File: config.mk
export PLATFORM = sky130hd
export DESIGN_NAME = pipe_ctrl
export DESIGN_NICKNAME = d
export VERILOG_FILES = /design/src/rtl/pipe_ctrl_pkg.sv /design/src/rtl/pipe_scoreboard.sv /design/src/rtl/pipe_ctrl.sv
export SDC_FILE = /design/constraint.sdc
export NUM_CORES = 1
export LEC_CHECK = 0
export ABC_AREA = 1
export BUFFER_PORTS_ARGS = -buffer_cell sky130_fd_sc_hd__buf_2
export CAP_MARGIN = 20
export CELL_PAD_IN_SITES_DETAIL_PLACEMENT = 1
export CELL_PAD_IN_SITES_GLOBAL_PLACEMENT = 2
export CORE_ASPECT_RATIO = 1.2
export CORE_MARGIN = 10
export CORE_UTILIZATION = 23
export DETAILED_ROUTE_END_ITERATION = 8
export PLACE_DENSITY_LB_ADDON = 0.1
export SETUP_SLACK_MARGIN = 0.02
export SLEW_MARGIN = 15
export SYNTH_ARGS = -nofsm -noshare
export SYNTH_HDL_FRONTEND = slang
export SYNTH_SLANG_ARGS = --single-unit
File: constraint.sdc
create_clock -name clk -period 1.75 [get_ports clk]
set_input_delay 0.35 -clock clk [delete_from_list [all_inputs] [get_ports clk]]
set_output_delay 0.35 -clock clk [all_outputs]
set_load 0.02 [all_outputs]
File: src/rtl/pipe_ctrl_pkg.sv
// Shared types and constants for the pipeline hazard controller.
package pipe_ctrl_pkg;

  typedef enum logic [1:0] {
    StRun    = 2'd0,
    StRaw    = 2'd1,
    StExhold = 2'd2,
    StFlush  = 2'd3
  } state_e;

  localparam logic [31:0] NOP      = 32'h0000_0013;
  localparam logic [4:0]  ZERO_REG = 5'd0;

  typedef struct packed {
    logic       valid;
    logic [4:0] addr;
  } sb_entry_t;

  // x0 is never a real dependency, so it can never hit.
  function automatic logic src_hits(input logic used, input logic [4:0] src, input sb_entry_t e);
    return used && (src != ZERO_REG) && e.valid && (e.addr == src);
  endfunction

endpackage

File: src/rtl/pipe_scoreboard.sv
// Write-pending scoreboard: shift register of in-flight destinations plus source match logic.
module pipe_scoreboard
  import pipe_ctrl_pkg::*;
#(
  parameter int unsigned PEND_DEPTH = 1  // legal 1..3
) (
  input  logic       clk,
  input  logic       rst_n,
  input  logic       shift_en_i,
  input  logic       ins_valid_i,
  input  logic [4:0] ins_addr_i,
  input  logic [4:0] rs1_addr_i,
  input  logic       rs1_used_i,
  input  logic [4:0] rs2_addr_i,
  input  logic       rs2_used_i,
  output logic       hit1_o,
  output logic       hit2_o,
  output logic       hit1_e0_o,
  output logic       hit2_e0_o
);

  sb_entry_t [PEND_DEPTH-1:0] entries_q, entries_d, shifted;
  sb_entry_t                  new_entry;
  logic      [PEND_DEPTH-1:0] match1, match2;

  always_comb begin
    new_entry.valid = ins_valid_i && (ins_addr_i != ZERO_REG);
    new_entry.addr  = ins_addr_i;
  end

  if (PEND_DEPTH == 1) begin : g_shift_one
    assign shifted = new_entry;
  end else begin : g_shift_many
    assign shifted = {entries_q[PEND_DEPTH-2:0], new_entry};
  end

  always_comb begin
    entries_d = entries_q;
    if (shift_en_i) begin
      entries_d = shifted;
    end
  end

  always_ff @(posedge clk or negedge rst_n) begin
    if (!rst_n) begin
      entries_q <= '0;
    end else begin
      entries_q <= entries_d;
    end
  end

  for (genvar g = 0; g < PEND_DEPTH; g++) begin : g_match
    assign match1[g] = src_hits(rs1_used_i, rs1_addr_i, entries_q[g]);
    assign match2[g] = src_hits(rs2_used_i, rs2_addr_i, entries_q[g]);
  end

  assign hit1_o    = |match1;
  assign hit2_o    = |match2;
  assign hit1_e0_o = match1[0];
  assign hit2_e0_o = match2[0];

endmodule

File: src/rtl/pipe_ctrl.sv
// Pipeline hazard/sequencing controller: stalls, bubbles, flushes and PC redirects.
// Define FORWARD_EN to forward entry0 hits from ex instead of stalling on them.
module pipe_ctrl
  import pipe_ctrl_pkg::*;
#(
  parameter int unsigned PEND_DEPTH   = 1,
  parameter int unsigned HOLD_TIMEOUT = 64,
  parameter int unsigned CNT_W        = 16
) (
  input  logic             clk,
  input  logic             rst_n,
  input  logic [4:0]       rs1_addr_i,
  input  logic [4:0]       rs2_addr_i,
  input  logic             rs1_used_i,
  input  logic             rs2_used_i,
  input  logic [4:0]       rd_addr_i,
  input  logic             reg_wen_i,
  input  logic             jump_en_i,
  input  logic [31:0]      jump_addr_i,
  input  logic             hold_req_i,
  output logic             hold_pc_o,
  output logic             hold_if_id_o,
  output logic             flush_if_id_o,
  output logic             flush_id_ex_o,
  output logic             hold_id_ex_o,
  output logic             jump_en_o,
  output logic [31:0]      jump_addr_o,
  output logic             fwd_rs1_o,
  output logic             fwd_rs2_o,
  output logic [1:0]       state_o,
  output logic [CNT_W-1:0] stall_cnt_o,
  output logic             hold_err_o
);

  localparam int unsigned HoldW = $clog2(HOLD_TIMEOUT + 1);

  state_e             state_q, state_d;
  logic [CNT_W-1:0]   stall_cnt_q, stall_cnt_d;
  logic [HoldW-1:0]   hold_cnt_q, hold_cnt_d;
  logic               hold_err_q, hold_err_d;

  logic hit1, hit2, hit1_e0, hit2_e0;
  logic jump, hold, raw_stall, fwd1, fwd2;

  assign jump = jump_en_i;
  assign hold = hold_req_i && !jump_en_i;

`ifdef FORWARD_EN
  // Entry0 is the newest producer, so forwarding it is correct even if older entries match too.
  assign raw_stall = !jump && !hold && ((hit1 && !hit1_e0) || (hit2 && !hit2_e0));
  assign fwd1      = !jump && !hold && hit1_e0;
  assign fwd2      = !jump && !hold && hit2_e0;
`else
  logic unused_e0;
  assign unused_e0 = hit1_e0 ^ hit2_e0;
  assign raw_stall = !jump && !hold && (hit1 || hit2);
  assign fwd1      = 1'b0;
  assign fwd2      = 1'b0;
`endif

  pipe_scoreboard #(
    .PEND_DEPTH(PEND_DEPTH)
  ) u_scoreboard (
    .clk         (clk),
    .rst_n       (rst_n),
    .shift_en_i  (!hold),
    .ins_valid_i (reg_wen_i && !raw_stall && !jump),
    .ins_addr_i  (rd_addr_i),
    .rs1_addr_i  (rs1_addr_i),
    .rs1_used_i  (rs1_used_i),
    .rs2_addr_i  (rs2_addr_i),
    .rs2_used_i  (rs2_used_i),
    .hit1_o      (hit1),
    .hit2_o      (hit2),
    .hit1_e0_o   (hit1_e0),
    .hit2_e0_o   (hit2_e0)
  );

  // Outputs are forced low while reset is asserted so a mid-stall reset is seen immediately.
  always_comb begin
    hold_pc_o     = 1'b0;
    hold_if_id_o  = 1'b0;
    flush_if_id_o = 1'b0;
    flush_id_ex_o = 1'b0;
    hold_id_ex_o  = 1'b0;
    jump_en_o     = 1'b0;
    jump_addr_o   = 32'd0;
    fwd_rs1_o     = 1'b0;
    fwd_rs2_o     = 1'b0;
    if (rst_n) begin
      fwd_rs1_o = fwd1;
      fwd_rs2_o = fwd2;
      if (jump) begin
        jump_en_o     = 1'b1;
        jump_addr_o   = jump_addr_i;
        flush_if_id_o = 1'b1;
        flush_id_ex_o = 1'b1;
      end else if (hold) begin
        hold_pc_o    = 1'b1;
        hold_if_id_o = 1'b1;
        hold_id_ex_o = 1'b1;
      end else if (raw_stall) begin
        hold_pc_o     = 1'b1;
        hold_if_id_o  = 1'b1;
        flush_id_ex_o = 1'b1;
      end
    end
  end

  always_comb begin
    state_d = StRun;
    if (jump) begin
      state_d = StFlush;
    end else if (hold) begin
      state_d = StExhold;
    end else if (raw_stall) begin
      state_d = StRaw;
    end

    stall_cnt_d = stall_cnt_q;
    if (hold_pc_o && (stall_cnt_q != '1)) begin
      stall_cnt_d = stall_cnt_q + 1'b1;
    end

    hold_cnt_d = hold_cnt_q;
    hold_err_d = hold_err_q;
    if (hold) begin
      if (hold_cnt_q != HoldW'(HOLD_TIMEOUT)) begin
        hold_cnt_d = hold_cnt_q + 1'b1;
      end
      if (hold_cnt_q == HoldW'(HOLD_TIMEOUT - 1)) begin
        hold_err_d = 1'b1;
      end
    end else if (!hold_req_i) begin
      hold_cnt_d = '0;
    end
  end

  always_ff @(posedge clk or negedge rst_n) begin
    if (!rst_n) begin
      state_q     <= StRun;
      stall_cnt_q <= '0;
      hold_cnt_q  <= '0;
      hold_err_q  <= 1'b0;
    end else begin
      state_q     <= state_d;
      stall_cnt_q <= stall_cnt_d;
      hold_cnt_q  <= hold_cnt_d;
      hold_err_q  <= hold_err_d;
    end
  end

  assign state_o     = state_q;
  assign stall_cnt_o = stall_cnt_q;
  assign hold_err_o  = hold_err_q;

endmodule
==> impl_metrics.yaml, run 1 <==
power:
  totalPowerFinal_mw: 2.43
  p_int_mw: 1.64
  power.density_cell_area_nw_per_um2: 705
  netSwitchingPower_uw: 794
  worst_ir_drop_vdd_uv: 334
  power.switching_fraction_pct: 32.6
  total_leakage_power_nw: 2.05
  power.share.clock_pct: 36.6
  seq_power_share_pct: 35.1
  p_comb_share_pct: 28.3
timing:
  report.final.hold_viol_count: 0
  final.setup_skew_ns: 0.00366
  worst_slack_ns: -0.209
  layout_worst_path_cycle_share_pct: 112
  report.final.setup_viol: 3
  layout_min_cycle_time_ns: 1.96
  finalSetupTns_ns: -0.514
  final_max_slew_viol_count: 0
  grt_setup_unrepaired: "true"
  fmaxAchievable_ghz: 0.511
synthesis:
  post_synth.cell_area_avg_um2: 6.55
  post_synth_num_cell_types: 27
  post_synth_main_area_contributors: "sky130_fd_sc_hd__dfrtp_1 (34%), sky130_fd_sc_hd__nand2_1 (15%), sky130_fd_sc_hd__inv_1 (11%)"
  synth.ff_latch_count: 32
  synth.top_cell.area_share_pct: 34.3
  post-synth-top-area-cell: "sky130_fd_sc_hd__dfrtp_1"
  netlist_area_um2: 2340
  netlist_instances: 357
  synth.yosys.warnings: 0
  synth_sequential_area_ratio_pct: 34.3
placement:
  gp_congestion: 0.756
  placedInstanceArea_um2: 3200
  port-buffer-count: 110
  detailed_place_hpwl_mm: 7.23
outcome:
  run_status: "finished with violations"
  failed_checks: "negative setup slack"
finish:
  final.fill_count: 1319
  post_route_cell_area_um2: 3450
  area_of_the_multi_input_gates_um2: 1240
  growth_of_design_area_from_synthesis_to_finish_pct: 47.8
  ratio_of_cells_with_drive_above_1_in_the_final_layout_pct: 35.1
  sequential_cell_area_um2: 801
  design.final.nets: 552
  antenna_cells_inserted: 0
detailed_routing:
  drt_iter0_drc: 104
  antenna_left: 0
  detailroute.via_count: 2723
  detail_route.wl_per_cell_um: 14.3
  viasPerCell: 4.38
  drt-total-wl_mm: 8.87
  firstDrtPassIters: 4
  drcViolationCount: 0
clock_network:
  clockBufferDepth: 2
  cts_hold_repair.buffers: 0
  cts_root_buffer: "sky130_fd_sc_hd__clkbuf_16"
  numCtsBuffers: 5
  clkSinkCount: 32
  clk_pin_slew_worst_paths_ns: 0.05
  clock_h_tree_levels: 2
  clock_tree_from_tritoncts: "yes"
  worstSkewPairLatency_ns: 0.28
setup_path:
  required_ns: 1.40
  cpPeakStageDelay_ns: 0.41
  critical-path-top-cell-by-count: "sky130_fd_sc_hd__inv_2"
  startpoint_type: "flip-flop"
  critical_path.endpoint_type: "output port"
  cp_max_fo: 4
  crit_arrival_ns: 1.61
  worstPathCellList: "inv_2 -> nand2_2 -> nand2_1 -> nor2_1 -> nand4_1 -> nand3_2 -> inv_2 -> nor3_2 -> buf_4"
  worstSetupPathType: "reg2out"
  critical_path.slowest_cell: "sky130_fd_sc_hd__dfrtp_1"
floorplanning:
  start_util_pct: 23.5
  die_x_um: 112
  io_pins: 113
  fp.dieArea_um2: 14600
  die_height_um: 130
  core_area_um2: 9960
  core.rowCount: 40
global_routing:
  global_route_wire_length_before_repair_mm: 14.7
  initial_antenna_violation_count: 0
  overall_track_demand_over_capacity_in_global_routing_pct: 12.2
  first_global_vias: 2978
  grt_start_max_net_pins: 34
  grt_total_ovfl: 0
worst_hold_path:
  min_delay_path_class: "in2async"
flow_run:
  max_cap_violations: 0
## flip-flops by register name, summed over array words and instances, names as in the netlist
| signal | count |
|---|---|
| state_o | 2 |
| u_scoreboard.entries_q | 6 |
| hold_err_o | 1 |
| stall_cnt_o | 16 |
| hold_cnt_q | 7 |
## path summary, 6_finish.rpt
path / cells past startpoint / start / to / slack [ns]
setup / recovery: 9 / u_scoreboard.entries_q[2] / flush_id_ex_o / -0.21
hold / removal: 2 / rst_n / hold_cnt_q[0] / 0.04
setup reg to reg: 10 / u_scoreboard.entries_q[2] / stall_cnt_o[5] / 0.15
hold reg to reg: 2 / hold_cnt_q[6] / hold_cnt_q[6] / 0.47
max in group asynchronous: 2 / rst_n / stall_cnt_o[7] / 1.40
min in group clk: 3 / rd_addr_i[3] / u_scoreboard.entries_q[3] / 0.30
## synthesized netlist by cell type
library cell and n:
sky130_fd_sc_hd__buf_2 2, sky130_fd_sc_hd__xnor2_1 1, sky130_fd_sc_hd__nor3_1 6, sky130_fd_sc_hd__nand3_4 2
sky130_fd_sc_hd__nand3_1 12, sky130_fd_sc_hd__o21ai_1 1, sky130_fd_sc_hd__nand4_1 21, sky130_fd_sc_hd__nor2_4 1
sky130_fd_sc_hd__inv_2 6, sky130_fd_sc_hd__nand3_2 2, sky130_fd_sc_hd__nand4_4 1, sky130_fd_sc_hd__inv_1 69
sky130_fd_sc_hd__nor3_4 1, sky130_fd_sc_hd__conb_1 1, sky130_fd_sc_hd__xor2_1 13, sky130_fd_sc_hd__buf_6 1
sky130_fd_sc_hd__o22ai_1 2, sky130_fd_sc_hd__ha_1 3, sky130_fd_sc_hd__nor3_2 2, sky130_fd_sc_hd__nor2_1 56
sky130_fd_sc_hd__dfrtp_1 32, sky130_fd_sc_hd__clkbuf_1 5, sky130_fd_sc_hd__buf_4 4, sky130_fd_sc_hd__a21oi_1 4
sky130_fd_sc_hd__o21ai_0 11, sky130_fd_sc_hd__nor4_1 2, sky130_fd_sc_hd__nand2_1 96
## area by class of cell
| cell class | count | share of cell area, % |
|---|---|---|
| multi-input cells | 240 | 35.9 |
| repair buffers | 141 | 23.8 |
| flip-flops and latches | 32 | 23.2 |
| inverters | 75 | 8.22 |
| well taps | 126 | 4.57 |
| clock buffers | 8 | 4.24 |
## routing by layer
layer  vias up  share of wire [%]  GRT usage (%)
met3         7                 11           5.79
li1       1364                  -              -
met5         -                  0              0
met1      1250                 42           13.4
met2       102                 46           20.5
met4         0                1.1           3.59
## layout by cell type (no fill, tap or decap), drive strengths merged
| cell | instances |
|---|---|
| a21oi | 4 |
| nand2 | 96 |
| nor2 | 57 |
| nor4 | 2 |
| o21ai | 12 |
| dfrtp | 32 |
| clkbuf | 8 |
| inv | 75 |
| xnor2 | 1 |
| nand3 | 17 |
| ha | 3 |
| nand4 | 22 |
| nor3 | 9 |
| o22ai | 2 |
| buf | 141 |
| conb | 2 |
| xor2 | 13 |
## critical path: cells and delay by family (launching register included)
kind / cells / cell delay [ns]
flops: 1 / 0.41
buf+inv: 3 / 0.26
simple gates: 6 / 0.66
## power by group through the flow
stage | combinational, mW | clock, mW | sequential [mW]
floorplan | 0.285 | 0 | 0.930
global route | 0.779 | 0.944 | 0.866
finish | 0.690 | 0.890 | 0.854
CTS | 0.686 | 0.921 | 0.857
detailed placement | 0.671 | 0 | 0.870
global placement | 0.660 | 0 | 0.867
## metrics by stage
stage                     std cells  utilization [%]  setup WS [ns]  hold slack [ns]
after floorplan                 358                -         0.0250           0.0544
after global placement          609             32.1        -0.0387            0.338
after detailed placement        609             32.1        -0.0706            0.344
after CTS                       618             34.0         -0.267           0.0401
after global routing            622             34.7         -0.373           0.0694
final                           622             34.7         -0.209           0.0356
## cell families (layout without fill, tap and decap cells)
family	count (synthesis)	in the layout	synth area share, %
simple gates	202	203	39.7
buf+inv	87	224	15.0
flops	32	32	34.3
compound gates	18	18	3.96
xor+xnor	14	14	5.25
fa+ha+maj	3	3	1.61
other cells	1	2	0.160
## repair_timing
action                                  in CTS  in global routing
buffers inserted                             1                  3
gates cloned                                 0                  1
resized for setup                           11                  8
endpoints found under the setup margin       3                 19
pin swaps                                    6                  4
endpoints found under the hold margin        0                  0
No activity file was read; power rests on OpenSTA's default activity.
==> inputs of run 2 (changes only) <==
--- a/config.mk
+++ b/config.mk
@@ -15,7 +15,7 @@
 export CORE_UTILIZATION = 23
 export DETAILED_ROUTE_END_ITERATION = 8
 export PLACE_DENSITY_LB_ADDON = 0.1
-export SETUP_SLACK_MARGIN = 0.02
+export SETUP_SLACK_MARGIN = 0.4
 export SLEW_MARGIN = 15
 export SYNTH_ARGS = -nofsm -noshare
 export SYNTH_HDL_FRONTEND = slang
==> impl_metrics.yaml, run 2 (synthesis gave the netlist of run 1 again) <==
outcome:
  run_status: "finished with violations"
  failed_checks: "negative setup slack"
placement:
  detailed_place_hpwl_mm: 7.21
  post-place-cells: 602
  gp_congestion: 0.795
  post_place_worst_slack_ns: -0.0156
  port-buffer-count: 110
setup_path:
  startpoint_type: "flip-flop"
  worstSetupPathType: "reg2out"
  cpPeakStageDelay_ns: 0.43
  critPathBufInv: 2
  crit_arrival_ns: 1.58
  worstPathCellList: "nand2_1 -> nand2_2 -> nor2_2 -> nand4_1 -> nand3_2 -> inv_2 -> nor3_2 -> buf_4"
  critical_path.slowest_cell: "sky130_fd_sc_hd__dfrtp_2"
  cp_max_fo: 4
  critical-path-top-delay-family: "simple AND/OR/NAND/NOR gates"
  required_ns: 1.40
  critical_path.endpoint_type: "output port"
detailed_routing:
  detail_route.wl_per_cell_um: 15.0
  firstDrtPassIters: 4
  drt_iter0_drc: 89
  drcViolationCount: 0
  antenna_left: 0
  detailroute.via_count: 2786
  viasPerCell: 4.44
  drt-total-wl_mm: 9.40
timing:
  report.final.hold_viol_count: 0
  final.setup_skew_ns: 0.00627
  final_max_slew_viol_count: 0
  fmaxAchievable_ghz: 0.518
  grt_setup_unrepaired: "true"
  worst_slack_ns: -0.180
  layout_worst_path_cycle_share_pct: 110
  report.final.setup_viol: 3
  layout_min_cycle_time_ns: 1.93
floorplanning:
  io_pins: 113
  core.rowCount: 40
  core_area_um2: 9960
  start_util_pct: 23.5
  die_height_um: 130
  fp.dieArea_um2: 14600
  die_x_um: 112
clock_network:
  clock_h_tree_levels: 2
  clk_pin_slew_worst_paths_ns: 0.06
  clkSinkCount: 32
  clockBufferDepth: 2
  cts_hold_repair.buffers: 0
  numCtsBuffers: 5
  cts_root_buffer: "sky130_fd_sc_hd__clkbuf_16"
  worstSkewPairLatency_ns: 0.28
  clock_tree_from_tritoncts: "yes"
finish:
  layout_commonest_cell: "sky130_fd_sc_hd__nand2_1"
  commonest_non_fill_non_tap_cells_in_the_layout: "sky130_fd_sc_hd__nand2_1 (77), sky130_fd_sc_hd__buf_2 (66), sky130_fd_sc_hd__inv_1 (62)"
  antenna_cells_inserted: 0
  post_route_non_filler_standard_cell_count: 628
  design.final.nets: 558
  final.fill_count: 1249
  ratio_of_cells_with_drive_above_1_in_the_final_layout_pct: 46.4
  largest_reg_flops: 16
  growth_of_design_area_from_synthesis_to_finish_pct: 67.7
worst_hold_path:
  min_delay_path_class: "in2async"
global_routing:
  global_route_wire_length_before_repair_mm: 15.0
  grt_total_ovfl: 0
  first_global_vias: 3070
  overall_track_demand_over_capacity_in_global_routing_pct: 12.4
  grt_start_max_net_pins: 34
  initial_antenna_violation_count: 0
power:
  total_leakage_power_nw: 2.16
  worst_ir_drop_vdd_uv: 358
  power.density_cell_area_nw_per_um2: 653
  totalPowerFinal_mw: 2.56
flow_run:
  max_cap_violations: 0
[run 2: cell types whose count changed in the layout (fill, tap and decap cells not counted), moves of 6 or more]
cell,delta
sky130_fd_sc_hd__nor2_2,+11
sky130_fd_sc_hd__buf_6,+18
sky130_fd_sc_hd__nor2_1,-17
sky130_fd_sc_hd__nor2_4,+6
sky130_fd_sc_hd__nand2_2,+13
sky130_fd_sc_hd__nand2_1,-15
sky130_fd_sc_hd__buf_2,-41
sky130_fd_sc_hd__buf_4,+25
[run 2: what timing repair did]
item | in CTS | in global routing
pin swaps | 16 | 13
endpoints found under the setup margin | 58 | 64
gates cloned | 1 | 3
setup buffers | 7 | 7
gates resized for setup | 63 | 73
[run 2: path summary, 6_finish.rpt]
| path | startpoint | endpoint | slack [ns] | cells past startpoint |
|---|---|---|---|---|
| hold reg to reg | hold_cnt_q[6] | hold_cnt_q[6] | 0.47 | 2 |
| setup reg to reg | u_scoreboard.entries_q[2] | stall_cnt_o[12] | 0.05 | 10 |
| max in group asynchronous | rst_n | stall_cnt_o[1] | 1.46 | 2 |
| setup / recovery | u_scoreboard.entries_q[2] | flush_id_ex_o | -0.18 | 8 |
| hold / removal | rst_n | hold_err_o | 0.03 | 2 |
| min in group clk | rd_addr_i[2] | u_scoreboard.entries_q[2] | 0.30 | 3 |
[run 2: per-stage QoR]
step / hold WS, ns / instance area, um^2 / utilization (%) / TNS, ns
2_1_floorplan: 0.0544 / 2410 / - / 0
3_3_place_gp: 0.371 / 3210 / 32.2 / -0.0143
3_5_place_dp: 0.376 / 3210 / 32.2 / -0.0156
4_1_cts: 0.0698 / 3600 / 36.1 / -0.440
5_1_grt: 0.0658 / 3920 / 39.3 / -2.07
6_report: 0.0343 / 3920 / 39.3 / -0.481
[run 2: cell type report]
| class | instances | area [um^2] | area share [%] |
|---|---|---|---|
| Clock buffer | 7 | 133 | 3.38 |
| Clock inverter | 1 | 5.00 | 0.128 |
| Inverter | 75 | 284 | 7.25 |
| Multi-Input combinational cell | 240 | 1450 | 36.9 |
| Sequential cell | 32 | 807 | 20.6 |
| Tap cell | 126 | 158 | 4.02 |
| Timing Repair Buffer | 147 | 1090 | 27.7 |
[run 2: per-layer routing]
metal | wire length, um | vias up | GRT usage (%)
li1 | - | 1380 | -
met1 | 3850 | 1290 | 13.9
met2 | 4460 | 103 | 20.2
met3 | 915 | 13 | 5.70
met4 | 178 | 0 | 4.63
met5 | 0 | - | 0
[run 2: worst register-to-register path, cell delays in order, from the launching register on]
cell,delay (ns)
sky130_fd_sc_hd__dfrtp_2,0.43
sky130_fd_sc_hd__nand2_1,0.09
sky130_fd_sc_hd__nand2_2,0.06
sky130_fd_sc_hd__nor2_2,0.09
sky130_fd_sc_hd__nand4_1,0.20
sky130_fd_sc_hd__nand3_4,0.17
sky130_fd_sc_hd__buf_4,0.12
sky130_fd_sc_hd__buf_6,0.12
sky130_fd_sc_hd__nand3_4,0.16
sky130_fd_sc_hd__nand2_2,0.11
sky130_fd_sc_hd__nand2_1,0.06
[run 2: where the power goes]
group          internal (mW)  switching, mW
clock network          0.526          0.327
registers              0.806         0.0894
logic                  0.365          0.446
total                   1.70          0.863
==> inputs of run 3 (changes only) <==
--- a/config.mk
+++ b/config.mk
@@ -14,7 +14,7 @@
 export CORE_MARGIN = 10
 export CORE_UTILIZATION = 23
 export DETAILED_ROUTE_END_ITERATION = 8
-export PLACE_DENSITY_LB_ADDON = 0.1
+export PLACE_DENSITY = 0.82
 export SETUP_SLACK_MARGIN = 0.4
 export SLEW_MARGIN = 15
 export SYNTH_ARGS = -nofsm -noshare
==> impl_metrics.yaml, run 3 (synthesis gave the netlist of run 1 again) <==
floorplanning:
  die_x_um: 112
  start_util_pct: 23.5
  io_pins: 113
  die_height_um: 130
  fp.dieArea_um2: 14600
  core_area_um2: 9960
  core.rowCount: 40
timing:
  report.final.setup_viol: 3
  final.setup_skew_ns: 0.00529
  hold_slack_ns: 0.0194
  finalSetupTns_ns: -0.546
  final_max_slew_viol_count: 0
  worst_slack_ns: -0.184
  layout_min_cycle_time_ns: 1.93
  grt_setup_unrepaired: "true"
  fmaxAchievable_ghz: 0.517
  layout_worst_path_cycle_share_pct: 110
  report.final.hold_viol_count: 0
setup_path:
  critical_path.slowest_cell: "sky130_fd_sc_hd__dfrtp_2"
  critical_path.endpoint_type: "output port"
  startpoint_type: "flip-flop"
  crit_arrival_ns: 1.58
  critical-path-top-cell-by-count: "sky130_fd_sc_hd__buf_6"
  required_ns: 1.40
  cpPeakStageDelay_ns: 0.44
  worst-r2r-setup-slack_ns: 0.06
  worstPathCellList: "xor2_2 -> nor2_2 -> nand3_2 -> buf_6 -> nand3_4 -> nand2_4 -> inv_4 -> buf_6"
  cp_max_fo: 3
  critical-path-top-delay-family: "flip-flops"
  worstSetupPathType: "reg2out"
  critPathBufInv: 3
global_routing:
  overall_track_demand_over_capacity_in_global_routing_pct: 12.3
  grt_total_ovfl: 0
  first_global_vias: 3029
  global_route_wire_length_before_repair_mm: 14.8
  initial_antenna_violation_count: 0
  grt_start_max_net_pins: 23
detailed_routing:
  detail_route.wl_per_cell_um: 14.8
  viasPerCell: 4.48
  drt-total-wl_mm: 9.17
  antenna_left: 0
  firstDrtPassIters: 4
  drt_iter0_drc: 94
  detailroute.via_count: 2770
  drcViolationCount: 0
clock_network:
  clock_h_tree_levels: 2
  cts_root_buffer: "sky130_fd_sc_hd__clkbuf_16"
  worstSkewPairLatency_ns: 0.28
  cts_hold_repair.buffers: 0
  clockBufferDepth: 2
  numCtsBuffers: 5
  clkSinkCount: 32
  clock_tree_from_tritoncts: "yes"
  clk_pin_slew_worst_paths_ns: 0.05
finish:
  commonest_non_fill_non_tap_cells_in_the_layout: "sky130_fd_sc_hd__buf_2 (84), sky130_fd_sc_hd__nand2_1 (76), sky130_fd_sc_hd__inv_1 (62)"
  largest_reg_flops: 16
  area_of_the_multi_input_gates_um2: 1410
  growth_of_design_area_from_synthesis_to_finish_pct: 61.2
  sequential_cell_area_um2: 808
  layout_commonest_cell: "sky130_fd_sc_hd__buf_2"
  ratio_of_cells_with_drive_above_1_in_the_final_layout_pct: 44.3
  design.final.nets: 548
  final_core_util_pct: 37.8
  antenna_cells_inserted: 0
  final.fill_count: 1288
  post_route_cell_area_um2: 3770
  post_route_non_filler_standard_cell_count: 618
power:
  power.density_cell_area_nw_per_um2: 726
  total_leakage_power_nw: 2.09
  totalPowerFinal_mw: 2.74
  worst_ir_drop_vdd_uv: 319
placement:
  port-buffer-count: 110
  post-place-cells: 603
  post_place_worst_slack_ns: -0.0331
  placedInstanceArea_um2: 3230
  detailed_place_hpwl_mm: 7.27
  gp_congestion: 0.866
outcome:
  failed_checks: "negative setup slack"
  run_status: "finished with violations"
worst_hold_path:
  min_delay_path_class: "in2async"
flow_run:
  max_cap_violations: 0
## run 3: worst register-to-register path: cells and delay by family (launching register included)
family                 cells  cell delay, ns
AND/OR/NAND/NOR            6            0.65
flip-flops                 1            0.44
buffers and inverters      2            0.30
XOR/XNOR                   1            0.19
## run 3: layout make-up
cell class	instances	share of cell area [%]
multi-input cells	240	37.4
repair buffers	137	24.5
flip-flops and latches	32	21.5
inverters	75	7.54
well taps	126	4.18
clock buffers	7	4.05
clock inverters	1	0.797
## run 3: layer usage
layer	GRT usage [%]	vias up	share of wire, %
met5	0	-	0
met1	12.5	1313	38
met3	5.43	6	10
met2	21.9	96	50
li1	-	1355	-
met4	4.48	0	1.3
## run 3: report_power, final
part           switching [mW]  internal (mW)  leakage [nW]
combinational           0.436          0.335          1.59
sequential             0.0927          0.806         0.412
clock                   0.318          0.749        0.0901
total                   0.846           1.89          2.09
## run 3: worst paths after layout
check,cells past startpoint,end,from
max in group asynchronous,2,stall_cnt_o[10],rst_n
worst max-delay path,8,hold_pc_o,u_scoreboard.entries_q[3]
min in group clk,3,u_scoreboard.entries_q[1],rd_addr_i[1]
worst min register to register,2,hold_err_o,hold_err_o
worst max register to register,9,stall_cnt_o[1],u_scoreboard.entries_q[3]
worst min-delay path,2,state_o[1],rst_n
## run 3: repair_timing
action                     CTS  global route
pin swaps                    4            11
gates cloned                 1             1
buffers inserted             4             1
setup endpoints to repair   63            40
resized for setup           29            68
